==> src/rtl/matrix_op_sequencer_if.sv <==
// Command/storage/ALU signal bundle for matrix_op_sequencer.
// slave  : the sequencer's view (command, storage and ALU signals in, control out).
// master : the view of the surrounding command FSM / storage / ALU.
interface matrix_op_sequencer_if #(
    parameter int NUM_SLOTS = 10
);
    // command side
    logic                 start_op;
    logic [2:0]           op_type;
    logic [3:0]           op_a_id;
    logic [3:0]           op_b_id;
    logic                 cancel;
    // storage side
    logic [NUM_SLOTS-1:0] slot_valid;
    logic [2:0]           a_m;
    logic [2:0]           a_n;
    logic [2:0]           b_m;
    logic [2:0]           b_n;
    logic                 load_operands;
    logic [3:0]           operand_a_id;
    logic [3:0]           operand_b_id;
    logic [2:0]           res_m;
    logic [2:0]           res_n;
    // ALU side
    logic                 alu_done;
    logic                 alu_start;
    logic [2:0]           alu_op;
    // status
    logic                 op_done;
    logic                 busy;
    logic                 error_flag;
    logic [2:0]           err_code;

    modport slave (
        input  start_op, op_type, op_a_id, op_b_id, cancel,
        input  slot_valid, a_m, a_n, b_m, b_n, alu_done,
        output load_operands, operand_a_id, operand_b_id, res_m, res_n,
        output alu_start, alu_op, op_done, busy, error_flag, err_code
    );

    modport master (
        output start_op, op_type, op_a_id, op_b_id, cancel,
        output slot_valid, a_m, a_n, b_m, b_n, alu_done,
        input  load_operands, operand_a_id, operand_b_id, res_m, res_n,
        input  alu_start, alu_op, op_done, busy, error_flag, err_code
    );
endinterface

==> src/rtl/matrix_op_sequencer.sv <==
// matrix_op_sequencer: runs one matrix operation at a time between the command
// FSM and the storage/ALU pair: ID/op validation, operand load, dimension check,
// ALU start, completion wait, then result-dimension handoff.
// Optional build macro OP_TIMEOUT_EN: aborts WAIT_ALU with error code 4 after
// TIMEOUT_CYCLES cycles without alu_done. Without it WAIT_ALU waits until
// alu_done or cancel.
module matrix_op_sequencer #(
    parameter int NUM_SLOTS      = 10,
    parameter int TIMEOUT_CYCLES = 1024
) (
    input  logic                  clk,
    input  logic                  rst_n,
    matrix_op_sequencer_if.slave  bus
);

    typedef enum logic [2:0] {
        IDLE,
        LOAD,
        WAIT_DIM,
        CHECK,
        EXEC,
        WAIT_ALU,
        DONE,
        ERR
    } state_t;

    localparam logic [2:0] OP_ADD       = 3'd0;
    localparam logic [2:0] OP_SUB       = 3'd1;
    localparam logic [2:0] OP_MUL       = 3'd2;
    localparam logic [2:0] OP_SCALAR    = 3'd3;
    localparam logic [2:0] OP_TRANSPOSE = 3'd4;

    localparam logic [2:0] E_NONE    = 3'd0;
    localparam logic [2:0] E_ID      = 3'd1;
    localparam logic [2:0] E_OP      = 3'd2;
    localparam logic [2:0] E_DIM     = 3'd3;
    localparam logic [2:0] E_TIMEOUT = 3'd4;
    localparam logic [2:0] E_CANCEL  = 3'd5;

    // IDs are 4 bits wide, so compare against the slot count in 5 bits
    localparam logic [4:0] SLOT_LIMIT = 5'(NUM_SLOTS);

    state_t     state_reg;
    state_t     state_next;

    logic [2:0] op_reg;
    logic [3:0] a_id_reg;
    logic [3:0] b_id_reg;
    logic [2:0] res_m_reg;
    logic [2:0] res_n_reg;
    logic [2:0] err_code_reg;

    logic       accept;
    logic [2:0] err_set;
    logic       err_load;
    logic       cancellable;
    logic       timeout_hit;

    logic [15:0] valid_ext;
    logic        a_id_ok;
    logic        b_id_ok;
    logic        b_used;

    logic        dims_ok;
    logic [2:0]  res_m_calc;
    logic [2:0]  res_n_calc;

    logic        load_pulse;
    logic        start_pulse;
    logic        done_pulse;
    logic        err_pulse;
    logic        busy_level;

    // Widen the slot mask to the full 4-bit ID space so any ID indexes safely
    always_comb begin
        valid_ext                  = '0;
        valid_ext[NUM_SLOTS-1:0]   = bus.slot_valid;
    end

    // Operand ID legality on the incoming request (B only matters for two-operand ops)
    always_comb begin
        a_id_ok = ({1'b0, bus.op_a_id} < SLOT_LIMIT) && valid_ext[bus.op_a_id];
        b_id_ok = ({1'b0, bus.op_b_id} < SLOT_LIMIT) && valid_ext[bus.op_b_id];
        b_used  = (bus.op_type == OP_ADD) || (bus.op_type == OP_SUB) ||
                  (bus.op_type == OP_MUL);
    end

    // Dimension rule and result shape for the latched operation
    always_comb begin
        dims_ok    = 1'b0;
        res_m_calc = bus.a_m;
        res_n_calc = bus.a_n;
        case (op_reg)
            OP_ADD, OP_SUB: begin
                dims_ok = (bus.a_m == bus.b_m) && (bus.a_n == bus.b_n);
            end
            OP_MUL: begin
                dims_ok    = (bus.a_n == bus.b_m);
                res_n_calc = bus.b_n;
            end
            OP_SCALAR: begin
                dims_ok = 1'b1;
            end
            OP_TRANSPOSE: begin
                dims_ok    = 1'b1;
                res_m_calc = bus.a_n;
                res_n_calc = bus.a_m;
            end
            default: begin
                dims_ok = 1'b0;
            end
        endcase
    end

    // Cancel applies to every working state; DONE and ERR are already terminal
    always_comb begin
        cancellable = (state_reg == LOAD)  || (state_reg == WAIT_DIM) ||
                      (state_reg == CHECK) || (state_reg == EXEC)     ||
                      (state_reg == WAIT_ALU);
    end

    // Next-state logic; cancel overrides everything else, including alu_done
    always_comb begin
        state_next = state_reg;
        err_set    = E_NONE;
        accept     = 1'b0;
        case (state_reg)
            IDLE: begin
                if (bus.start_op) begin
                    accept = 1'b1;
                    if (bus.op_type > OP_TRANSPOSE) begin
                        state_next = ERR;
                        err_set    = E_OP;
                    end else if (!a_id_ok || (b_used && !b_id_ok)) begin
                        state_next = ERR;
                        err_set    = E_ID;
                    end else begin
                        state_next = LOAD;
                    end
                end
            end
            LOAD:     state_next = WAIT_DIM;
            WAIT_DIM: state_next = CHECK;
            CHECK: begin
                if (dims_ok) begin
                    state_next = EXEC;
                end else begin
                    state_next = ERR;
                    err_set    = E_DIM;
                end
            end
            EXEC:     state_next = WAIT_ALU;
            WAIT_ALU: begin
                if (bus.alu_done) begin
                    state_next = DONE;
                end else if (timeout_hit) begin
                    state_next = ERR;
                    err_set    = E_TIMEOUT;
                end
            end
            DONE:     state_next = IDLE;
            ERR:      state_next = IDLE;
            default:  state_next = IDLE;
        endcase
        if (cancellable && bus.cancel) begin
            state_next = ERR;
            err_set    = E_CANCEL;
        end
    end

    // The error code is captured on the transition into ERR
    always_comb begin
        err_load = (state_next == ERR);
    end

    // State register
    always_ff @(posedge clk or negedge rst_n) begin
        if (!rst_n) begin
            state_reg <= IDLE;
        end else begin
            state_reg <= state_next;
        end
    end

    // Latched request, sticky error code and result dims
    always_ff @(posedge clk or negedge rst_n) begin
        if (!rst_n) begin
            op_reg       <= 3'd0;
            a_id_reg     <= 4'd0;
            b_id_reg     <= 4'd0;
            res_m_reg    <= 3'd0;
            res_n_reg    <= 3'd0;
            err_code_reg <= E_NONE;
        end else begin
            if (accept) begin
                op_reg       <= bus.op_type;
                a_id_reg     <= bus.op_a_id;
                b_id_reg     <= bus.op_b_id;
                err_code_reg <= E_NONE;
            end
            if (state_reg == CHECK) begin
                res_m_reg <= res_m_calc;
                res_n_reg <= res_n_calc;
            end
            // a request rejected in IDLE sets its code after the clear above
            if (err_load) begin
                err_code_reg <= err_set;
            end
        end
    end

`ifdef OP_TIMEOUT_EN
    localparam int TW = ($clog2(TIMEOUT_CYCLES) > 10) ? $clog2(TIMEOUT_CYCLES) : 10;
    localparam logic [TW-1:0] TIMEOUT_LAST = TW'(TIMEOUT_CYCLES - 1);

    logic [TW-1:0] timeout_cnt_reg;

    // Count WAIT_ALU cycles; restart from zero each time the ALU is kicked
    always_ff @(posedge clk or negedge rst_n) begin
        if (!rst_n) begin
            timeout_cnt_reg <= '0;
        end else if (state_reg == EXEC) begin
            timeout_cnt_reg <= '0;
        end else if (state_reg == WAIT_ALU) begin
            timeout_cnt_reg <= timeout_cnt_reg + 1'b1;
        end
    end

    assign timeout_hit = (state_reg == WAIT_ALU) && (timeout_cnt_reg == TIMEOUT_LAST);
`else
    // No watchdog in this build: WAIT_ALU exits only on alu_done or cancel
    assign timeout_hit = 1'b0;
    wire [31:0] unused_timeout_cycles = 32'(TIMEOUT_CYCLES);
`endif

    // Moore decode of the one-cycle pulses and busy level
    always_comb begin
        load_pulse  = (state_reg == LOAD);
        start_pulse = (state_reg == EXEC);
        done_pulse  = (state_reg == DONE);
        err_pulse   = (state_reg == ERR);
        busy_level  = (state_reg != IDLE);
    end

    assign bus.load_operands = load_pulse;
    assign bus.alu_start     = start_pulse;
    assign bus.op_done       = done_pulse;
    assign bus.error_flag    = err_pulse;
    assign bus.busy          = busy_level;
    assign bus.operand_a_id  = a_id_reg;
    assign bus.operand_b_id  = b_id_reg;
    assign bus.alu_op        = op_reg;
    assign bus.res_m         = res_m_reg;
    assign bus.res_n         = res_n_reg;
    assign bus.err_code      = err_code_reg;

endmodule
==> src/flat_wrapper.sv <==
// flat-port wrapper written by rule: the top's interface ports become plain ports
module matrix_op_sequencer_flat 
#(
    parameter int NUM_SLOTS      = 10,
    parameter int TIMEOUT_CYCLES = 1024
)
  (clk, rst_n, bus_start_op, bus_op_type, bus_op_a_id, bus_op_b_id, bus_cancel, bus_slot_valid, bus_a_m, bus_a_n, bus_b_m, bus_b_n, bus_alu_done, bus_load_operands, bus_operand_a_id, bus_operand_b_id, bus_res_m, bus_res_n, bus_alu_start, bus_alu_op, bus_op_done, bus_busy, bus_error_flag, bus_err_code);
  matrix_op_sequencer_if #(.NUM_SLOTS(NUM_SLOTS)) bus_i ();
  input  logic clk;
  input  logic rst_n;
  input wire logic [$bits(bus_i.start_op)-1:0] bus_start_op;
  input wire logic [$bits(bus_i.op_type)-1:0] bus_op_type;
  input wire logic [$bits(bus_i.op_a_id)-1:0] bus_op_a_id;
  input wire logic [$bits(bus_i.op_b_id)-1:0] bus_op_b_id;
  input wire logic [$bits(bus_i.cancel)-1:0] bus_cancel;
  input wire logic [$bits(bus_i.slot_valid)-1:0] bus_slot_valid;
  input wire logic [$bits(bus_i.a_m)-1:0] bus_a_m;
  input wire logic [$bits(bus_i.a_n)-1:0] bus_a_n;
  input wire logic [$bits(bus_i.b_m)-1:0] bus_b_m;
  input wire logic [$bits(bus_i.b_n)-1:0] bus_b_n;
  input wire logic [$bits(bus_i.alu_done)-1:0] bus_alu_done;
  output wire logic [$bits(bus_i.load_operands)-1:0] bus_load_operands;
  output wire logic [$bits(bus_i.operand_a_id)-1:0] bus_operand_a_id;
  output wire logic [$bits(bus_i.operand_b_id)-1:0] bus_operand_b_id;
  output wire logic [$bits(bus_i.res_m)-1:0] bus_res_m;
  output wire logic [$bits(bus_i.res_n)-1:0] bus_res_n;
  output wire logic [$bits(bus_i.alu_start)-1:0] bus_alu_start;
  output wire logic [$bits(bus_i.alu_op)-1:0] bus_alu_op;
  output wire logic [$bits(bus_i.op_done)-1:0] bus_op_done;
  output wire logic [$bits(bus_i.busy)-1:0] bus_busy;
  output wire logic [$bits(bus_i.error_flag)-1:0] bus_error_flag;
  output wire logic [$bits(bus_i.err_code)-1:0] bus_err_code;
  assign bus_i.start_op = bus_start_op;
  assign bus_i.op_type = bus_op_type;
  assign bus_i.op_a_id = bus_op_a_id;
  assign bus_i.op_b_id = bus_op_b_id;
  assign bus_i.cancel = bus_cancel;
  assign bus_i.slot_valid = bus_slot_valid;
  assign bus_i.a_m = bus_a_m;
  assign bus_i.a_n = bus_a_n;
  assign bus_i.b_m = bus_b_m;
  assign bus_i.b_n = bus_b_n;
  assign bus_i.alu_done = bus_alu_done;
  assign bus_load_operands = bus_i.load_operands;
  assign bus_operand_a_id = bus_i.operand_a_id;
  assign bus_operand_b_id = bus_i.operand_b_id;
  assign bus_res_m = bus_i.res_m;
  assign bus_res_n = bus_i.res_n;
  assign bus_alu_start = bus_i.alu_start;
  assign bus_alu_op = bus_i.alu_op;
  assign bus_op_done = bus_i.op_done;
  assign bus_busy = bus_i.busy;
  assign bus_error_flag = bus_i.error_flag;
  assign bus_err_code = bus_i.err_code;
  matrix_op_sequencer #(.NUM_SLOTS(NUM_SLOTS), .TIMEOUT_CYCLES(TIMEOUT_CYCLES)) u_core (.clk(clk), .rst_n(rst_n), .bus(bus_i));
endmodule
==> config.mk <==
export PLATFORM = sky130hd
export DESIGN_NAME = matrix_op_sequencer_flat
export DESIGN_NICKNAME = d
export VERILOG_FILES = /design/src/rtl/matrix_op_sequencer_if.sv /design/src/rtl/matrix_op_sequencer.sv /design/src/flat_wrapper.sv
export SDC_FILE = /design/constraint.sdc
export NUM_CORES = 1
export LEC_CHECK = 0
export ABC_AREA = 1
export CORE_MARGIN = 4
export CORE_UTILIZATION = 46
export DETAILED_ROUTE_END_ITERATION = 8
export HOLD_SLACK_MARGIN = 0.02
export PLACE_DENSITY = 0.95
export SYNTH_ARGS = -nofsm -noshare
export SYNTH_HDL_FRONTEND = slang
export SYNTH_SLANG_ARGS = --single-unit
==> constraint.sdc <==
create_clock -name clk -period 2.2 [get_ports clk]
set_input_delay 0.33 -clock clk [delete_from_list [all_inputs] [get_ports clk]]
set_output_delay 0.33 -clock clk [all_outputs]
set_load 0.01 [all_outputs]
==> summary.txt, run 1 <==
Resized Gates After CTS -> 0
Tot GR Track Use -> 19.80%
row count -> 20
clock sink count -> 23
synth warn -> 0
Crit Reg-Reg Endpoint -> u_core.bus.err_code[2]
Pwr Total -> 2.418 mW
asr flop ratio synth -> 100.0%
layout cell share with drive strength beyond 1 -> 7.383%
CP Data Required Time -> 1.87 ns
clock slew at the register clock pins of the worst setup and hold paths -> 0.13 ns
CTS Hold Buffers Added -> 0
Worst-Margin Slew -> 0.3255 ns
antenna violation net count after detailed routing -> 0
Port Buffers -> 62
fin crit share -> 93.96%
synthesized area -> 0.001529 sq mm
TNS Setup -> 0 ns
Crit Path Max Fanout -> 6
die width -> 65.65 um
Synth-to-Final Area Change -> 45.99%
largest family of logic cells by synthesized area -> simple AND/OR/NAND/NOR gates
Cells after Synth -> 232
Setup Buffers After CTS -> 0
worst r2r src -> u_core.state_reg[2]
post-synth top area share -> 37.64%
detailed placement HPWL -> 3271 um
synthesized net count -> 270
routability cong. -> 0.9659
library cells used by synthesis -> 24
Avg Cell Area, Syn -> 6.590 sq um
Die Y -> 65.65 um
root buf cell -> clkbuf_4
fin crit period -> 2.067 ns
routed vias -> 1,684
Simple-Gate Fraction of Synth Area -> 36.09%
hold crit path type -> input pin to async pin
diodes inserted -> 0
CP Cell Sequence -> nor2_1, nand2_1, inv_1, clkdlybuf4s50_1
final setup vio count -> 0
sequential element share of the synthesized area -> 37.64%
Adder-Cell Fraction of Synth Area -> 0%
H-Tree Level Count -> 1
Worst EP arrival -> 1.74 ns
vias in the first global route -> 1,648
num ports -> 63
residual DRC count -> 0
register-to-register path setup slack -> 0.55 ns
worst setup path class -> register to output port
Seq cells post-synth -> 23
fmax -> 483.8 MHz
Synth top cells by count -> nand2_1, inv_1, nand3_1, dfrtp_1, nor2_1
largest net degree at the start of global routing -> 26
max-cap viol count -> 0
WL met3 -> 221 um
count leader, synth -> nand2_1
first-pass GRT wire length -> 6803 um
number of synthesized flops with an enable pin -> 0
Final Hold Fails -> 0
Area contributors post-synth -> dfrtp_1, nand2_1, inv_1, nand3_1, o21ai_0
starting density of the core -> 48.88%
drt wl/cell -> 11.91 um
skew final -> 0.006452 ns
Synth area leader -> dfrtp_1
crit-path max cell delay -> 0.53 ns
DR WL met2 -> 1884 um
relative slew slack -> 78.30%
status -> complete, no violations
max-slew violations -> 0
routed wire length -> 4072 um
Num CTS Buffers -> 3
Slowest-stage cell, CP -> clkdlybuf4s50_1
ys flop type -> dfrtp_1
Critical Path Sink Type -> output port
Leak -> 1.144 nW
mux cell area share after synthesis -> 0%
GRT Residual Overflow -> 0
routed vias/inst -> 4.924
CTS tree -> built
Longest Clk Path Bufs -> 2
Die Area -> 0.004310 sq mm
Post-Synth XOR/XNOR Area -> 1.146%
Peak VDD IR -> 0.6404 mV
complex-gate fraction of the synthesized area -> 13.01%
Pre-antenna DRT Iters -> 4
Detailed Route Iter0 Violations -> 143
met1 wire length -> 1914 um
nets -> 337
Register-to-Register Path Depth -> 11
pwr dens -> 1083 mW/mm^2
Core Area -> 0.003128 sq mm
initial antenna violation count -> 0
Critical Path Start Type -> register
Clk Latency, worst-skew pair -> 0.31 ns
RSZ-0062 raised after global routing -> no
Max Used Layer -> met4
-- layer usage --
metal / global-route usage (%) / vias to the layer above
met1: 25.89 / 750
met2: 33.29 / 60
li1: - / 867
met3: 3.248 / 7
met5: 0 / -
met4: 5.959 / 0
-- cells in the final DEF, fill, tap and decap left out --
master and count:
inv_1 35, a21oi_1 10, dfrtp_1 23, inv_6 1, buf_4 3, clkinv_2 1, o21ai_1 1, xor2_1 1
inv_2 6, o21bai_1 2, o21ai_0 15, nor2_2 1, o21ai_2 1, nor2_1 16, nor3_1 3, nand3_1 25
nand3_2 5, a21oi_2 1, nand4_1 1, clkbuf_4 3, nand2_1 77, o211a_1 1, clkdlybuf4s50_1 62, a221oi_1 3
xnor2_1 1
-- where the power goes --
| part | switching (mW) | internal [mW] |
|---|---|---|
| clock | 0.127 | 0.0679 |
| sequential | 0.152 | 0.627 |
| combinational | 0.736 | 0.709 |
-- worst max-delay path, delay by kind of cell, from the launching register on --
family / cells / cell delay, ns
DFF: 1 / 0.46
buffers and inverters: 2 / 0.61
and+or+nand+nor: 2 / 0.35
-- how the worst max path moves through the flow --
stage	cells past startpoint	slack (ns)	end	from
after floorplan	11	0.80	u_core.bus.err_code[2]	u_core.state_reg[2]
after global placement	13	0.29	u_core.bus.err_code[2]	bus_op_a_id[0]
after detailed placement	13	0.18	u_core.bus.err_code[0]	bus_op_a_id[0]
after CTS	4	0.12	bus_alu_start	u_core.state_reg[0]
after global routing	4	0.008	bus_alu_start	u_core.state_reg[0]
final	4	0.13	bus_alu_start	u_core.state_reg[0]
-- per-stage QoR --
step           worst slack, ns  hold WS (ns)  instances  instance area, sq um  utilization (%)
2_1_floorplan           0.7993       0.03441        232                  1529                -
3_3_place_gp            0.2862        0.4697        338                  2205            70.48
3_5_place_dp            0.1750        0.4767        338                  2205            70.48
4_1_cts                 0.1232        0.3605        342                  2232            71.36
5_1_grt               0.007776        0.3755        342                  2232            71.36
6_report                0.1328        0.3474        342                  2232            71.36
-- logic make-up after synthesis --
family / after synthesis
xor+xnor: 2
compound gates: 34
buf+inv: 45
simple gates: 128
flops: 23
-- layout make-up --
class	count	area [sq um]
clock buffer	3	22.52
clock inverter	1	5.005
fill	252	895.9
inverter	42	162.7
multi-input combinational	164	768.2
sequential	23	575.6
tap	44	55.05
timing repair buffer	65	643.1
No activity file was read; power rests on OpenSTA's default activity.
==> run 2: changes to the inputs <==
- CELL_PAD_IN_SITES_DETAIL_PLACEMENT: default -> 0
- CELL_PAD_IN_SITES_GLOBAL_PLACEMENT: default -> 1
- CORE_UTILIZATION: 46 -> 31
==> summary.txt, run 2 (synthesis gave the netlist of run 1 again) <==
fmax -> 499.6 MHz
crit path to -> bus_alu_start
Die Y -> 78.23 um
nets -> 337
most frequent cells in the layout -> nand2_1, clkdlybuf4s50_1, inv_1, nand3_1, dfrtp_1
root buf cell -> clkbuf_8
diodes inserted -> 0
drt wl/cell -> 11.08 um
Worst-Margin Slew -> 0.3002 ns
Detailed Route Iter0 Violations -> 80
worst r2r src -> u_core.state_reg[2]
Die Area -> 0.006120 sq mm
hold crit path type -> input pin to async pin
Peak VDD IR -> 0.5240 mV
Num CTS Buffers -> 3
Crit Path Max Fanout -> 6
Register-to-Register Path Depth -> 11
routability cong. -> 0.8998
final setup vio count -> 0
CTS Hold Buffers Added -> 0
largest net degree at the start of global routing -> 26
vias in the first global route -> 1,607
die width -> 78.23 um
relative slew slack -> 79.99%
max-cap viol count -> 0
Tot GR Track Use -> 13.75%
CP Data Required Time -> 1.87 ns
pwr dens -> 1089 mW/mm^2
TNS Setup -> 0 ns
Critical Path Sink Type -> output port
CP Cell Sequence -> nor2_1, nand2_1, inv_1, clkdlybuf4s50_1
Synth-to-Final Area Change -> 49.10%
H-Tree Level Count -> 1
Critical Path Start Type -> register
Worst EP arrival -> 1.67 ns
layout cell share with drive strength beyond 1 -> 7.383%
RSZ-0062 raised after global routing -> no
fin crit period -> 2.002 ns
antenna violation net count after detailed routing -> 0
crit-path max cell delay -> 0.53 ns
routed wire length -> 4043 um
Crit Reg-Reg Endpoint -> u_core.bus.err_code[2]
clock slew at the register clock pins of the worst setup and hold paths -> 0.08 ns
routed vias -> 1,641
first-pass GRT wire length -> 6982 um
most common cell after layout, fill and taps aside -> nand2_1
Longest Clk Path Bufs -> 2
status -> complete, no violations
Resized Gates After CTS -> 0
Leak -> 1.152 nW
CTS tree -> built
skew final -> 0.001795 ns
Setup crit start -> u_core.state_reg[0]
Final Hold Fails -> 0
Core Area -> 0.004755 sq mm
row count -> 25
worst setup path class -> register to output port
max-slew violations -> 0
residual DRC count -> 0
clock sink count -> 23
starting density of the core -> 32.16%
detailed placement HPWL -> 3317 um
Finished Core Util -> 47.95%
Slowest-stage cell, CP -> clkdlybuf4s50_1
Setup Buffers After CTS -> 0
fin crit share -> 90.99%
num ports -> 63
Pre-antenna DRT Iters -> 4
GRT Residual Overflow -> 0
Clk Latency, worst-skew pair -> 0.26 ns
Port Buffers -> 62
register-to-register path setup slack -> 0.59 ns
routed vias/inst -> 4.496
initial antenna violation count -> 0
## run 2: cell count changes in the layout (fill, tap and decap cells not counted)
cell / before / now
clkbuf_4: 3 / 0
clkbuf_8: 0 / 3
## run 2: area by class of cell
type                            instances  area, sq um
Clock inverter                          1        5.005
Multi-Input combinational cell        164        768.2
Timing Repair Buffer                   65        643.1
Tap cell                               67        83.83
Clock buffer                            3        41.29
Sequential cell                        23        575.6
Fill cell                             523         2475
Inverter                               42        162.7
## run 2: stage by stage
| step | std cells | total power, mW | setup slack [ns] | hold WS (ns) | cell area (sq um) |
|---|---|---|---|---|---|
| floorplan | 232 | 1.578 | 0.7993 | 0.03441 | 1529 |
| global placement | 361 | 2.218 | 0.2678 | 0.4686 | 2233 |
| detailed placement | 361 | 2.240 | 0.1743 | 0.4748 | 2233 |
| CTS | 365 | 2.518 | 0.1861 | 0.4219 | 2280 |
| global route | 365 | 2.715 | 0.07076 | 0.4512 | 2280 |
| finish | 365 | 2.482 | 0.1983 | 0.4137 | 2280 |
## run 2: worst min-delay path by stage
stage / from / endpoint / slack [ns]
floorplan: rst_n / u_core.bus.alu_op[0] / 0.03
global placement: u_core.bus.operand_b_id[3] / u_core.bus.operand_b_id[3] / 0.47
global route: rst_n / u_core.bus.operand_a_id[1] / 0.45
detailed placement: u_core.bus.operand_b_id[2] / u_core.bus.operand_b_id[2] / 0.47
CTS: rst_n / u_core.bus.operand_b_id[2] / 0.42
finish: rst_n / u_core.bus.operand_b_id[2] / 0.41
## run 2: power breakdown
| group | total, mW | internal [mW] | leakage, nW | switching [mW] |
|---|---|---|---|---|
| Clock | 0.257 | 0.126 | 0.0255 | 0.131 |
| Sequential | 0.779 | 0.628 | 0.277 | 0.151 |
| Combinational | 1.45 | 0.709 | 0.850 | 0.737 |
## run 2: routing by layer
metal / global-route usage, % / vias up / part of all wire, %
met1: 17.26 / 722 / 47
met4: 4.196 / 0 / 0.84
met2: 23.80 / 56 / 46
met5: 0 / - / 0
met3: 2.638 / 2 / 6.6
li1: - / 861 / -
## run 2: worst max-delay path, delay by kind of cell (launching register included)
family        cells  cell delay (ns)
simple gates      2             0.38
buf+inv           2             0.60
flops             1             0.44
==> run 3: changes to the inputs <==
- MAX_ROUTING_LAYER: default -> met4
==> summary.txt, run 3 (synthesis gave the netlist of run 1 again) <==
detailed placement HPWL -> 3317 um
Critical Path Sink Type -> output port
routed vias/inst -> 4.496
switching pwr -> 1.019 mW
max-cap viol count -> 0
Longest Clk Path Bufs -> 2
routed wire length -> 4045 um
most frequent cells in the layout -> nand2_1, clkdlybuf4s50_1, inv_1, nand3_1, dfrtp_1
Critical Path Start Type -> register
antenna violation net count after detailed routing -> 0
TNS Setup -> 0 ns
pwr dens -> 1089 mW/mm^2
Pwr Total -> 2.482 mW
Die Y -> 78.23 um
root buf cell -> clkbuf_8
residual DRC count -> 0
CTS Hold Buffers Added -> 0
routed vias -> 1,641
combinational power share -> 58.2%
routability cong. -> 0.9151
initial antenna violation count -> 0
Worst-Margin Slew -> 0.3003 ns
max-slew violations -> 0
Worst EP arrival -> 1.67 ns
relative slew slack -> 79.98%
Leak -> 1.152 nW
first-pass GRT wire length -> 6982 um
vias in the first global route -> 1,607
CTS tree -> built
largest net degree at the start of global routing -> 26
nets -> 337
Setup Buffers After CTS -> 0
Num CTS Buffers -> 3
skew final -> 0.001805 ns
H-Tree Level Count -> 1
worst r2r src -> u_core.state_reg[2]
clock sink count -> 23
fmax -> 499.6 MHz
Sequential Power Share -> 31.4%
status -> complete, no violations
CP Data Required Time -> 1.87 ns
placed instance area -> 0.002233 sq mm
Peak VDD IR -> 0.5246 mV
diodes inserted -> 0
Register-to-Register Path Depth -> 11
layout cell share with drive strength beyond 1 -> 7.383%
die width -> 78.23 um
hold crit path type -> input pin to async pin
number of cells in the finished layout apart from fillers -> 365
Detailed Route Iter0 Violations -> 80
num ports -> 63
final setup vio count -> 0
Pre-antenna DRT Iters -> 4
GRT Residual Overflow -> 0
fin crit period -> 2.002 ns
drt wl/cell -> 11.08 um
Clk pwr share -> 10.4%
fin crit share -> 90.99%
row count -> 25
WHS -> 0.4137 ns
Crit Path Max Fanout -> 6
placed cell count -> 361
clock slew at the register clock pins of the worst setup and hold paths -> 0.08 ns
Clk Latency, worst-skew pair -> 0.26 ns
Final Hold Fails -> 0
Port Buffers -> 62
RSZ-0062 raised after global routing -> no
Die Area -> 0.006120 sq mm
Crit Reg-Reg Endpoint -> u_core.bus.err_code[2]
Synth-to-Final Area Change -> 49.10%
starting density of the core -> 32.16%
Core Area -> 0.004755 sq mm
cell area after layout -> 0.002280 sq mm
most common cell after layout, fill and taps aside -> nand2_1
Tot GR Track Use -> 14.13%
cell internal pwr -> 1.463 mW
switching share of power -> 41.05%
Resized Gates After CTS -> 0
worst setup path class -> register to output port
register-to-register path setup slack -> 0.59 ns
## run 3: how the worst max path moves through the flow
stage / from / endpoint / depth (start not counted)
after floorplan: u_core.state_reg[2] / u_core.bus.err_code[2] / 11
after global placement: bus_op_b_id[0] / u_core.bus.err_code[2] / 12
after detailed placement: bus_op_b_id[0] / u_core.bus.err_code[2] / 12
after CTS: u_core.state_reg[0] / bus_alu_start / 4
after global routing: u_core.state_reg[0] / bus_alu_start / 4
final: u_core.state_reg[0] / bus_alu_start / 4
## run 3: final cells by class
type	instances	area, sq um
inverters	42	162.7
well taps	67	83.83
clock inverters	1	5.005
flip-flops and latches	23	575.6
clock buffers	3	41.29
repair buffers	65	643.1
fillers	523	2475
multi-input cells	164	768.2
## run 3: power by group through the flow
stage                     sequential, mW  clock [mW]  combinational [mW]
after floorplan                    0.844           0               0.734
after global placement             0.785           0                1.43
after detailed placement           0.783           0                1.46
after CTS                          0.777       0.272                1.47
after global routing               0.808       0.292                1.61
final                              0.779       0.257                1.45
## run 3: critical path: stages, from the launching register on
cell and delay, ns:
dfrtp_1 0.44, nor2_1 0.23, nand2_1 0.15, inv_1 0.07, clkdlybuf4s50_1 0.53
## run 3: layer usage
metal	global-route usage, %	vias to the layer above	routed length, um
met1	17.48	722	1916
met3	2.294	2	245
met5	-	-	0
met2	23.80	56	1847
li1	-	861	-
met4	4.196	0	36
## run 3: per-stage QoR
step                      setup slack (ns)  util, %
final                               0.1983    47.95
after global routing               0.07075    47.95
after CTS                           0.1861    47.95
after detailed placement            0.1743    46.97
after global placement              0.2678    46.97
after floorplan                     0.7993        -
